--- config.mk ---
export PLATFORM = sky130hd
export DESIGN_NAME = pslip_req_gen
export DESIGN_NICKNAME = d
export VERILOG_FILES = /design/src/rtl/pslip_req_gen.sv
export SDC_FILE = /design/constraint.sdc
export NUM_CORES = 1
export LEC_CHECK = 0
export BUFFER_PORTS_ARGS = -buffer_cell sky130_fd_sc_hd__buf_4
export CELL_PAD_IN_SITES_DETAIL_PLACEMENT = 2
export CELL_PAD_IN_SITES_GLOBAL_PLACEMENT = 2
export CORE_UTILIZATION = 40
export CTS_CLUSTER_DIAMETER = 60
export DETAILED_ROUTE_END_ITERATION = 8
export PLACE_DENSITY = 0.82
export SETUP_SLACK_MARGIN = 0.2
export SLEW_MARGIN = 20
export SYNTH_ARGS = -nofsm -noshare
export SYNTH_HDL_FRONTEND = slang
export SYNTH_SLANG_ARGS = --single-unit
--- constraint.sdc ---
create_clock -name clk -period 3.87 [get_ports clk]
set_clock_uncertainty 0.1 [all_clocks]
set_input_delay 0.387 -clock clk [delete_from_list [all_inputs] [get_ports clk]]
set_output_delay 0.387 -clock clk [all_outputs]
set_load 0.01 [all_outputs]
--- src/rtl/pslip_req_gen.sv ---
// Input-port request generator for the pSLIP scheduler: per-output VOQs of cell
// priorities, one registered request per lane, grant-driven pops and head aging.
module pslip_req_gen #(
   parameter  int N      = 4,
   parameter  int P      = 16,
   parameter  int DEPTH  = 4,
   parameter  int AGE_TH = 8,
   localparam int NW     = (N > 1) ? $clog2(N) : 1,
   localparam int PW     = (P > 1) ? $clog2(P) : 1
) (
   input  logic          clk,
   input  logic          reset,
   input  logic          arr_valid,
   input  logic [NW-1:0] arr_dst,
   input  logic [PW-1:0] arr_pri,
   output logic          arr_ready,
   input  logic          gnt_valid,
   input  logic [NW-1:0] gnt_idx,
   output logic [N-1:0]  req_valid,
   output logic [PW-1:0] req_pri [0:N-1],
   output logic          err
);
   localparam int DW = $clog2(DEPTH);
   localparam int CW = $clog2(DEPTH + 1);
   localparam int AW = (AGE_TH > 1) ? $clog2(AGE_TH) : 1;
   localparam int SW = PW + 1;
   localparam logic [CW-1:0] FULL     = CW'(DEPTH);
   localparam logic [AW-1:0] AGE_LAST = AW'(AGE_TH - 1);
   localparam logic [SW-1:0] PRI_MAX  = SW'(P - 1);

   logic [PW-1:0] mem_q       [N][DEPTH];
   logic [CW-1:0] count_q     [N];
   logic [CW-1:0] count_d     [N];
   logic [DW-1:0] rd_q        [N];
   logic [DW-1:0] rd_d        [N];
   logic [DW-1:0] wr_q        [N];
   logic [DW-1:0] wr_d        [N];
   logic [AW-1:0] age_q       [N];
   logic [AW-1:0] age_d       [N];
   logic [PW-1:0] bonus_q     [N];
   logic [PW-1:0] bonus_d     [N];
   logic [PW-1:0] req_pri_q   [0:N-1];
   logic [PW-1:0] req_pri_d   [0:N-1];
   logic [N-1:0]  req_valid_q, req_valid_d;
   logic          err_q, err_d;
   logic [N-1:0]  push;

   // Readiness looks only at the current count, so a same-cycle pop never makes room.
   always_comb begin
      arr_ready = 1'b0;
      for (int i = 0; i < N; i++) begin
         if (arr_dst == NW'(i)) arr_ready = (count_q[i] != FULL);
      end
   end

   always_comb begin
      logic          pop;
      logic          gnt_ok;
      logic [CW-1:0] rem;
      logic [PW-1:0] head_cur;
      logic [PW-1:0] head_nxt;
      logic [SW-1:0] sum;
      // NOTE: every combinational output gets a default first so no path infers a latch.
      pop         = 1'b0;
      gnt_ok      = 1'b0;
      rem         = '0;
      head_cur    = '0;
      head_nxt    = '0;
      sum         = '0;
      push        = '0;
      req_valid_d = '0;
      for (int i = 0; i < N; i++) begin
         push[i]    = arr_valid && arr_ready && (arr_dst == NW'(i));
         pop        = gnt_valid && (gnt_idx == NW'(i)) && (count_q[i] != '0);
         gnt_ok     = gnt_ok | pop;
         rem        = count_q[i] - CW'(pop);
         count_d[i] = rem + CW'(push[i]);
         wr_d[i]    = wr_q[i] + DW'(push[i]);
         rd_d[i]    = rd_q[i] + DW'(pop);
         head_cur   = mem_q[i][rd_q[i]];

         if (pop || count_q[i] == '0) begin
            age_d[i]   = '0;
            bonus_d[i] = '0;
         end else if (age_q[i] == AGE_LAST) begin
            age_d[i]   = '0;
            bonus_d[i] = bonus_q[i];
            if (({1'b0, head_cur} + {1'b0, bonus_q[i]}) < PRI_MAX)
               bonus_d[i] = bonus_q[i] + PW'(1);
         end else begin
            age_d[i]   = age_q[i] + AW'(1);
            bonus_d[i] = bonus_q[i];
         end

         // A push into a lane that is (or becomes) empty is its own new head.
         head_nxt       = (push[i] && rem == '0) ? arr_pri : mem_q[i][rd_d[i]];
         sum            = {1'b0, head_nxt} + {1'b0, bonus_d[i]};
         req_valid_d[i] = (count_d[i] != '0);
         req_pri_d[i]   = !req_valid_d[i] ? '0 :
                          (sum > PRI_MAX) ? PRI_MAX[PW-1:0] : sum[PW-1:0];
      end
      err_d = err_q | (gnt_valid & ~gnt_ok);
   end

   // NOTE: sequential state uses non-blocking assignments so all lanes update from the same old values.
   always_ff @(posedge clk or negedge reset) begin
      if (!reset) begin
         for (int i = 0; i < N; i++) begin
            count_q[i]   <= '0;
            rd_q[i]      <= '0;
            wr_q[i]      <= '0;
            age_q[i]     <= '0;
            bonus_q[i]   <= '0;
            req_pri_q[i] <= '0;
         end
         req_valid_q <= '0;
         err_q       <= 1'b0;
      end else begin
         for (int i = 0; i < N; i++) begin
            count_q[i]   <= count_d[i];
            rd_q[i]      <= rd_d[i];
            wr_q[i]      <= wr_d[i];
            age_q[i]     <= age_d[i];
            bonus_q[i]   <= bonus_d[i];
            req_pri_q[i] <= req_pri_d[i];
         end
         req_valid_q <= req_valid_d;
         err_q       <= err_d;
      end
   end

   // NOTE: the VOQ storage is not reset; counts and pointers alone decide which entries are live.
   always_ff @(posedge clk) begin
      for (int i = 0; i < N; i++) begin
         if (push[i]) mem_q[i][wr_q[i]] <= arr_pri;
      end
   end

   assign req_valid = req_valid_q;
   assign req_pri   = req_pri_q;
   assign err       = err_q;

endmodule

==> reports/qor.txt, run 1 <==
status - complete, but fails checks
failing checks - negative setup slack
switching share of power - 38.33%
synth warn - 0
Max Clk Rate - 250.0 MHz
post-synthesis adder-cell area fraction - 13.74%
DP Wirelength - 14,500 um
Synth area leader - dfrtp_1
RSZ-0062 raised after global routing - yes
Layout Nets - 715
Max clock buf depth - 2
CP max FO - 4
Finished Layout Cells - 869
ys async rst share - 54.61%
#FFs+latches synth - 141
ant diodes - 0
Hold Startpoint - gnt_valid
worst reg2reg setup slack - -0.13 ns
Final Cycle Share - 103.4%
compound-gate portion of the synthesized area - 6.325%
clock tree from TritonCTS - built
Util after Layout - 51.83%
first-pass GRT wire length - 36,200 um
Avg Inst Size Synth - 14.10 sq um
P_leak - 0.003996 uW
P_int - 4683 uW
final worst slack - -0.1298 ns
Syn-to-layout area delta - 26.95%
chip height - 137.6 um
post-synthesis simple-gate area fraction - 9.148%
IO Count - 34
Area contributors post-synth - dfrtp_1, edfxtp_1, ha_1, mux4_2, mux2_2
final antenna-violating net count - 0
Die Area - 18,940 sq um
Finish-stage setup viols - 11
actual slew at the worst max-slew pin - 0.8660 ns
Pre-antenna DRT Iters - 4
gr usage total - 27.00%
commonest cells after routing, fill and taps aside - buf_4, dfrtp_1, edfxtp_1
GR Overflow Total - 0
DR WL/cell - 28.73 um
Fin. Hold Viols - 0
Main synth FF type - dfrtp_1
r2r worst-path depth - 15
Critical Path RT - 4.04 ns
CTS Buf Count - 17
FF/Latch Area - 3854 sq um
Die W - 137.6 um
most common cell after layout, fill and taps aside - buf_4
Iter 0 DRT Violations - 193
Setup CP Type - flip-flop to flip-flop
Hold WC Path Type - input port to flip-flop
post-synthesis mux area share - 13.30%
combinational share of power - 48.0%
clk sink count - 141
core area - 18,020 sq um
M2 GR Usage - 50.00%
DRC errors left - 0
num rows - 49
PD cells - 812.9 nW/um^2
crit path time final - 4.000 ns
total number of vias - 5,113
clock latency on the worst-skew pair - 0.43 ns
placed cells - 801
xor and xnor area share after synthesis - 3.911%
worst hold path endpoint - err
Cells on Worst Hold Path - 3
Max Slew Vio Count - 0
main combinational cell family by area after synthesis - adder cells
met3 Use GR - 5.261%
met1 Use GR - 29.08%
initial core utilization - 40.82%
Post-Syn Area - 7358 sq um
syn nets - 610
Setup crit end kind - flip-flop
Synth top area share - 26.19%
largest net degree at the start of global routing - 50
Distinct cells, synth - 43
Clock transition at path regs - 0.06 ns
Seq pwr share - 30.6%
WL final - 24,970 um
worst r2r src - rd_q[0]
share of cells above drive strength 1 - 37.03%
maximum vdd drop - 0.3967 mV
hold_ws - 0.2497 ns
worst r2r dst - req_pri[1]
Slew headroom - 41.82%
clock power share - 21.4%
# fillers - 1,695
post-synthesis cell count - 522
root buf cell - clkbuf_16
Psw - 2911 uW
H-Tree Depth - 4
via-per-instance ratio - 5.884
Critical Path AT - 4.17 ns
GR peak layer - met2
GP Congestion - 0.7736
area occupied by multi-input gates - 3871 sq um
sequential share of the synthesized area - 52.30%
Post-synth EDFFs - 64
vias in the first global route - 6,012
Port Buffers - 33
initial antenna violation count - 0
Max-cap violations - 0
Critical Path Start Type - flip-flop
-- stage by stage --
step           setup TNS [ns]  total power [uW]  worst slack, ns  area, sq um
2_1_floorplan               0              4029           0.2023         7396
3_3_place_gp                0              4689          0.04833         8061
3_5_place_dp           -2.660              5017          -0.2834         8061
4_1_cts              -0.03088              7068         -0.02527         9099
5_1_grt                -2.269              7964          -0.2240         9341
6_report              -0.7417              7594          -0.1298         9341
-- synth_stat cells (3+ instances only) --
cell type	count
xor2_1	12
a21oi_1	23
a211oi_1	4
nand2b_1	8
nor3b_1	6
mux4_2	32
inv_1	24
a31o_2	3
edfxtp_1	64
a21o_1	16
fa_1	8
and2_1	4
nand3_1	15
ha_1	68
nand4_1	6
and3_1	8
o21ai_0	4
nand2_1	20
o32ai_2	4
mux2i_1	4
a211o_1	4
dfrtp_1	77
mux2_2	16
a311oi_1	4
nor3_1	14
xnor2_1	19
nor2_1	35
-- flip-flops by register name, summed over array words and instances (netlist names) --
signal / count
bonus_q: 16
req_pri: 16
mem_q: 64
count_q: 12
age_q: 12
rd_q: 8
err: 1
req_valid: 4
wr_q: 8
-- critical path, cell delays in order (launching register included) --
cell and delay (ns):
dfrtp_2 0.41, mux4_2 0.56, ha_4 0.21, fa_2 0.42
xnor2_2 0.23, a211oi_2 0.09, o32ai_2 0.31, buf_4 0.20
xnor2_2 0.12, nor2_2 0.07, ha_2 0.20, fa_2 0.36
a21o_1 0.19, a21o_1 0.19, nor2_2 0.12, nor2_1 0.06
-- power by group through the flow --
stage	clock network [uW]	logic [uW]	registers, uW
floorplan	0	1760	2260
global placement	0	2440	2240
detailed placement	0	2710	2300
CTS	1640	3150	2280
global route	1700	3900	2360
finish	1630	3650	2320
-- cell families after synthesis --
| logic type | Yosys count |
|---|---|
| XOR/XNOR | 32 |
| flip-flops | 141 |
| AO/OA/AOI/OAI | 64 |
| adder cells (fa/ha/maj) | 76 |
| multiplexers | 54 |
| buffers and inverters | 25 |
| AND/OR/NAND/NOR | 130 |
-- routing by layer --
| metal | up-vias | wire (um) |
|---|---|---|
| met5 | - | 0 |
| met4 | 0 | 961 |
| met3 | 72 | 703 |
| met2 | 133 | 14010 |
| met1 | 2703 | 9289 |
| li1 | 2205 | - |
-- final cells by class --
type,count,area share [%]
multi-input combinational,356,41.44
clock inverter,10,1.232
tap,229,3.067
timing repair buffer,87,7.179
clock buffer,22,4.862
sequential,141,41.25
inverter,24,0.9644
-- worst max path at each step --
stage,depth (start not counted),slack (ns),startpoint,end
after floorplan,14,0.20,rd_q[2],req_pri[5]
after global placement,14,0.05,rd_q[0],req_pri[0]
after detailed placement,13,-0.28,rd_q[0],req_pri[2]
after CTS,15,-0.03,rd_q[0],req_pri[1]
after global routing,15,-0.22,rd_q[0],req_pri[0]
final,15,-0.13,rd_q[0],req_pri[1]
-- timing repair --
action	CTS	global route
hold buffers	1	0
buffers inserted	26	9
endpoints found under the setup margin	16	16
pin swaps	46	30
endpoints found under the hold margin	48	0
resized for setup	53	26
(Power assumes the default switching activity.)
==> run 2: changes to the inputs <==
Settings changed: PLACE_DENSITY 0.82 to 0.87.
==> run 2 against run 1 <==
Against the previous run: global-route usage up 3.2 points; fmax down 3.8%; critical path type unchanged; clock power up 17%; the flow still finishes with violations (negative setup slack); critical path depth down 1; highest routed layer unchanged.
==> reports/qor.txt, run 2 (same netlist as run 1, synthesis figures left out) <==
hold_ws - 0.2283 ns (was 0.2497 ns)
Max clock buf depth - 2 (unchanged)
initial core utilization - 40.82% (unchanged)
share of cells above drive strength 1 - 40.99% (was 37.03%)
clk sink count - 141 (unchanged)
Finished Layout Cells - 873 (was 869)
Iter 0 DRT Violations - 379 (was 193)
vias in the first global route - 6,097 (was 6,012)
Layout Nets - 719 (was 715)
Hold WC Path Type - input port to flip-flop (unchanged)
RSZ-0062 raised after global routing - yes (unchanged)
Syn-to-layout area delta - 30.01% (was 26.95%)
via-per-instance ratio - 6.173 (was 5.884)
Pre-antenna DRT Iters - 4 (unchanged)
final worst slack - -0.2891 ns (was -0.1298 ns)
WL final - 28,190 um (was 24,970 um)
core area - 18,020 sq um (unchanged)
Final Cycle Share - 107.5% (was 103.4%)
Port Buffers - 33 (unchanged)
P_leak - 0.004059 uW (was 0.003996 uW)
Critical Path AT - 4.35 ns (was 4.17 ns)
Cells on Worst Hold Path - 3 (unchanged)
ant diodes - 0 (unchanged)
Max Slew Vio Count - 0 (unchanged)
Slew headroom - 30.80% (was 41.82%)
Seq pwr share - 29.2% (was 30.6%)
Finish-stage setup viols - 11 (unchanged)
gr usage total - 30.20% (was 27.00%)
CTS Buf Count - 17 (unchanged)
TNS Setup - -1.509 ns (was -0.7417 ns)
clock power share - 23.5% (was 21.4%)
worst reg2reg setup slack - -0.29 ns (was -0.13 ns)
GR Overflow Total - 0 (unchanged)
PD cells - 847.2 nW/um^2 (was 812.9 nW/um^2)
clock tree from TritonCTS - built (unchanged)
worst hold path endpoint - err (unchanged)
first-pass GRT wire length - 39,600 um (was 36,200 um)
DR WL/cell - 32.29 um (was 28.73 um)
status - complete, but fails checks (unchanged)
Die Area - 18,940 sq um (unchanged)
Hold Startpoint - gnt_valid (unchanged)
Critical Path Start Type - flip-flop (unchanged)
Setup Slack @ Placement - -0.2969 ns (was -0.2834 ns)
num rows - 49 (unchanged)
chip height - 137.6 um (unchanged)
crit path time final - 4.159 ns (was 4.000 ns)
final antenna-violating net count - 0 (unchanged)
GP Congestion - 0.7870 (was 0.7736)
Clock transition at path regs - 0.07 ns (was 0.06 ns)
Setup crit end kind - flip-flop (unchanged)
CP max FO - 4 (unchanged)
Fin. Hold Viols - 0 (unchanged)
actual slew at the worst max-slew pin - 1.030 ns (was 0.8660 ns)
Setup CP Type - flip-flop to flip-flop (unchanged)
DRC errors left - 0 (unchanged)
r2r worst-path depth - 14 (was 15)
Critical Path RT - 4.06 ns (was 4.04 ns)
largest net degree at the start of global routing - 53 (was 50)
total number of vias - 5,389 (was 5,113)
commonest cells after routing, fill and taps aside - buf_4, dfrtp_1, edfxtp_1 (unchanged)
worst r2r src - rd_q[0] (unchanged)
Die W - 137.6 um (unchanged)
maximum vdd drop - 0.4558 mV (was 0.3967 mV)
Psw - 3156 uW (was 2911 uW)
H-Tree Depth - 4 (unchanged)
DP Wirelength - 14,800 um (was 14,500 um)
Max Clk Rate - 240.4 MHz (was 250.0 MHz)
P_int - 4949 uW (was 4683 uW)
clock latency on the worst-skew pair - 0.46 ns (was 0.43 ns)
most common cell after layout, fill and taps aside - buf_4 (unchanged)
combinational share of power - 47.3% (was 48.0%)
placed cells - 799 (was 801)
switching share of power - 38.94% (was 38.33%)
IO Count - 34 (unchanged)
total power - 8105 uW (was 7594 uW)
max FFs per register - 64 (unchanged)
worst r2r dst - req_pri[1] (unchanged)
initial antenna violation count - 0 (unchanged)
root buf cell - clkbuf_16 (unchanged)
Max-cap violations - 0 (unchanged)
failing checks - negative setup slack (unchanged)
run 2: changes by cell type in the layout (fill, tap and decap cells not counted), sizes merged:
cell,change
clkinvlp,+2
bufinv,+3
clkbuf,-4
buf,+4
clkinv,-2
inv,+1
run 2: cell type report:
type / instances / area (sq um)
Clock buffer: 18 / 450.4
Fill cell: 1671 / 8458
Sequential cell: 141 / 3854
Multi-Input combinational cell: 356 / 3926
Clock inverter: 14 / 212.7
Tap cell: 229 / 286.5
Inverter: 24 / 90.09
Timing Repair Buffer: 91 / 747.0
run 2: layer usage:
metal | routed length (um) | track usage [%] | part of all wire (%)
met1 | 10460 | 33.26 | 37
met2 | 15810 | 55.70 | 56
met3 | 1098 | 5.004 | 3.9
met4 | 826 | 15.14 | 2.9
met5 | 0 | 0 | 0
run 2: repair_timing:
| item | 4_1_cts | 5_1_grt |
|---|---|---|
| hold buffers | 1 | 0 |
| pin swaps | 56 | 41 |
| buffers inserted | 32 | 9 |
| resized for setup | 67 | 26 |
| endpoints found under the setup margin | 16 | 16 |
| endpoints found under the hold margin | 51 | 0 |
run 2: critical path, stage by stage (launching register included):
cell	delay (ns)
dfrtp_2	0.43
mux4_2	0.58
ha_4	0.21
fa_2	0.55
nand2_4	0.07
a211oi_2	0.34
o32ai_4	0.19
xnor2_2	0.23
nor2_2	0.07
ha_2	0.22
fa_2	0.36
a21o_1	0.22
a21o_1	0.21
nor2_2	0.14
nor2_2	0.07
run 2: stage by stage:
step	area, sq um	utilization [%]
after floorplan	7396	-
after global placement	8046	44.64
after detailed placement	8046	44.64
after CTS	9363	51.94
after global routing	9567	53.08
final	9567	53.08
run 2: how the worst max path moves through the flow:
stage                        from          to  slack (ns)  cells past startpoint
final                     rd_q[0]  req_pri[1]       -0.29                     14
after global routing      rd_q[0]  req_pri[1]       -0.36                     14
after CTS                 rd_q[0]  req_pri[1]       -0.06                     14
after detailed placement  rd_q[0]  req_pri[0]       -0.30                     14
after global placement    rd_q[0]  req_pri[1]        0.03                     14
after floorplan           rd_q[2]  req_pri[5]        0.20                     14
run 2: power groups by stage:
stage / clock network [uW] / logic, uW / registers, uW
after floorplan: 0 / 1760 / 2260
after CTS: 1890 / 3360 / 2310
after global placement: 0 / 2400 / 2250
after detailed placement: 0 / 2690 / 2320
final: 1910 / 3830 / 2360
after global routing: 1960 / 4040 / 2390
==> run 3: changes to the inputs <==
Settings changed: CORE_UTILIZATION 40 to 30, PLACE_DENSITY 0.87 to 0.68.
Clock period 3.87 ns to 4.2 ns, I/O delays scaled along.
==> run 3 against run 2 <==
Against the previous run: the run now ends clean; fmax is 6.1% higher; register-to-register slack better by 0.57 ns; sequential cell count stayed put; critical path depth stayed put; largest power group unchanged.
==> reports/qor.txt, run 3 (same netlist as run 1, synthesis figures left out) <==
status - finished clean (was complete, but fails checks)
Finish-stage setup viols - 0 (was 11)
largest net degree at the start of global routing - 53 (unchanged)
M2 GR Usage - 30.03% (was 55.70%)
root buf cell - clkbuf_16 (unchanged)
Critical Path RT - 4.38 ns (was 4.06 ns)
number of cells on the critical path - 14 (unchanged)
Max-cap violations - 0 (unchanged)
CP max stage cell - fa_2 (was mux4_2)
hold_ws - 0.2323 ns (was 0.2283 ns)
PD cells - 691.4 nW/um^2 (was 847.2 nW/um^2)
most common cell after layout, fill and taps aside - dfrtp_1 (was buf_4)
chip height - 158.6 um (was 137.6 um)
commonest cells after routing, fill and taps aside - dfrtp_1, edfxtp_1, ha_1 (was buf_4, dfrtp_1, edfxtp_1)
WP buf/inv - 0 (unchanged)
DP Wirelength - 13,460 um (was 14,800 um)
clock latency on the worst-skew pair - 0.43 ns (was 0.46 ns)
CTS Buf Count - 17 (unchanged)
gr usage total - 16.06% (was 30.20%)
WL final - 18,700 um (was 28,190 um)
clock tree from TritonCTS - built (unchanged)
Critical Path AT - 4.09 ns (was 4.35 ns)
slowest stage delay, CP - 0.52 ns (was 0.58 ns)
vias in the first global route - 5,368 (was 6,097)
Largest delay share family, worst path - adder cells (unchanged)
Syn-to-layout area delta - 21.82% (was 30.01%)
core area - 23,750 sq um (was 18,020 sq um)
area occupied by multi-input gates - 3608 sq um (was 3926 sq um)
ant diodes - 0 (unchanged)
Critical Path Start Type - flip-flop (unchanged)
worst r2r src - mem_q[3][0] (was rd_q[0])
Pre-antenna DRT Iters - 4 (unchanged)
Max Clk Rate - 255.2 MHz (was 240.4 MHz)
total number of vias - 4,669 (was 5,389)
total power - 6198 uW (was 8105 uW)
GR Overflow Total - 0 (unchanged)
r2r worst-path depth - 14 (unchanged)
GR peak layer - met2 (unchanged)
first-pass GRT wire length - 29,850 um (was 39,600 um)
initial antenna violation count - 0 (unchanged)
met3 Use GR - 2.858% (was 5.004%)
Final Cycle Share - 93.29% (was 107.5%)
initial core utilization - 30.98% (was 40.82%)
Cells on Worst Hold Path - 3 (unchanged)
Port Buffers - 33 (unchanged)
crit path time final - 3.918 ns (was 4.159 ns)
placed instance area - 8061 sq um (was 8046 sq um)
DRC errors left - 0 (unchanged)
FF/Latch Area - 3854 sq um (unchanged)
worst r2r dst - req_pri[0] (was req_pri[1])
Iter 0 DRT Violations - 123 (was 379)
Hold Startpoint - gnt_valid (unchanged)
Finished Layout Cells - 932 (was 873)
CP max FO - 5 (was 4)
GP Congestion - 0.7744 (was 0.7870)
Setup CP Type - flip-flop to flip-flop (unchanged)
via-per-instance ratio - 5.010 (was 6.173)
Setup crit end kind - flip-flop (unchanged)
share of cells above drive strength 1 - 30.51% (was 40.99%)
Slew headroom - 48.04% (was 30.80%)
Layout Nets - 688 (was 719)
Final Cell Area - 8964 sq um (was 9567 sq um)
num rows - 56 (was 49)
placed cells - 881 (was 799)
final antenna-violating net count - 0 (unchanged)
Die W - 158.6 um (was 137.6 um)
worst hold path endpoint - err (unchanged)
met1 Use GR - 18.43% (was 33.26%)
maximum vdd drop - 0.3272 mV (was 0.4558 mV)
Clock transition at path regs - 0.06 ns (was 0.07 ns)
Max Slew Vio Count - 0 (unchanged)
Die Area - 25,160 sq um (was 18,940 sq um)
DR WL/cell - 20.07 um (was 32.29 um)
worst reg2reg setup slack - 0.28 ns (was -0.29 ns)
Hold WC Path Type - input port to flip-flop (unchanged)
H-Tree Depth - 4 (unchanged)
actual slew at the worst max-slew pin - 0.7735 ns (was 1.030 ns)
TNS Setup - 0 ns (was -1.509 ns)
RSZ-0062 raised after global routing - yes (unchanged)
Max clock buf depth - 2 (unchanged)
P_leak - 0.003807 uW (was 0.004059 uW)
max FFs per register - 64 (unchanged)
IO Count - 34 (unchanged)
clk sink count - 141 (unchanged)
crit path cell chain - mux4_2, ha_2, fa_2, nand2_1, a311oi_2, o32ai_4, xnor2_1, nor2_1, ha_2, fa_2, a21o_1, a21o_1, nor2_2, nor2_1 (was mux4_2, ha_4, fa_2, nand2_4, a211oi_2, o32ai_4, xnor2_2, nor2_2, ha_2, fa_2, a21o_1, a21o_1, nor2_2, nor2_2)
Fin. Hold Viols - 0 (unchanged)
# fillers - 2,361 (was 1,671)
## run 3: changes by cell type in the layout (fill, tap and decap cells not counted), sizes merged
cell | previous run | this run
buf | 90 | 59
bufinv | 5 | 2
clkbuf | 18 | 20
clkinv | 3 | 8
clkinvlp | 4 | 1
inv | 26 | 25
## run 3: metal layers
metal	part of all wire, %	wire, um	vias to the layer above
met5	0	0	-
met1	41	7639	2454
met4	1.5	287	0
met2	56	10410	42
met3	2.0	366	24
li1	-	-	2149
## run 3: how the worst max path moves through the flow
stage	startpoint	end	slack [ns]
after detailed placement	rd_q[2]	req_pri[5]	-0.06
after CTS	mem_q[2][0]	req_pri[5]	0.21
after global routing	rd_q[4]	req_pri[9]	0.16
after global placement	rd_q[2]	req_pri[4]	0.17
after floorplan	rd_q[2]	req_pri[5]	0.42
final	mem_q[3][0]	req_pri[0]	0.28
## run 3: where the power goes
part | total (uW) | leakage [uW] | internal [uW] | switching, uW
Combinational | 2670 | 0.00202 | 1320 | 1350
Clock | 1450 | 0.000275 | 869 | 585
Sequential | 2070 | 0.00151 | 1810 | 266
Total | 6200 | 0.00381 | 4000 | 2200
## run 3: per-stage QoR
stage	utilization [%]	setup slack (ns)
after floorplan	-	0.4164
after global placement	33.94	0.1663
after detailed placement	33.94	-0.05703
after CTS	36.85	0.2052
after global routing	37.74	0.1577
final	37.74	0.2817
## run 3: what timing repair did
action                     CTS  global route
setup endpoints to repair   16            16
setup buffers               10             8
hold buffers                 1             0
pin swaps                    4            16
hold endpoints to repair    16             0
gates resized for setup     13            36
## run 3: worst min-delay path, delay by kind of cell
family / cells / cell delay [ns]
buf+inv: 1 / 0.14
compound gates: 2 / 0.15
## run 3: cell type report
class	count	area share, %
flip-flops and latches	141	42.99
multi-input cells	356	40.26
repair buffers	60	5.053
clock buffers	20	4.872
well taps	319	4.453
clock inverters	12	1.368
inverters	24	1.005
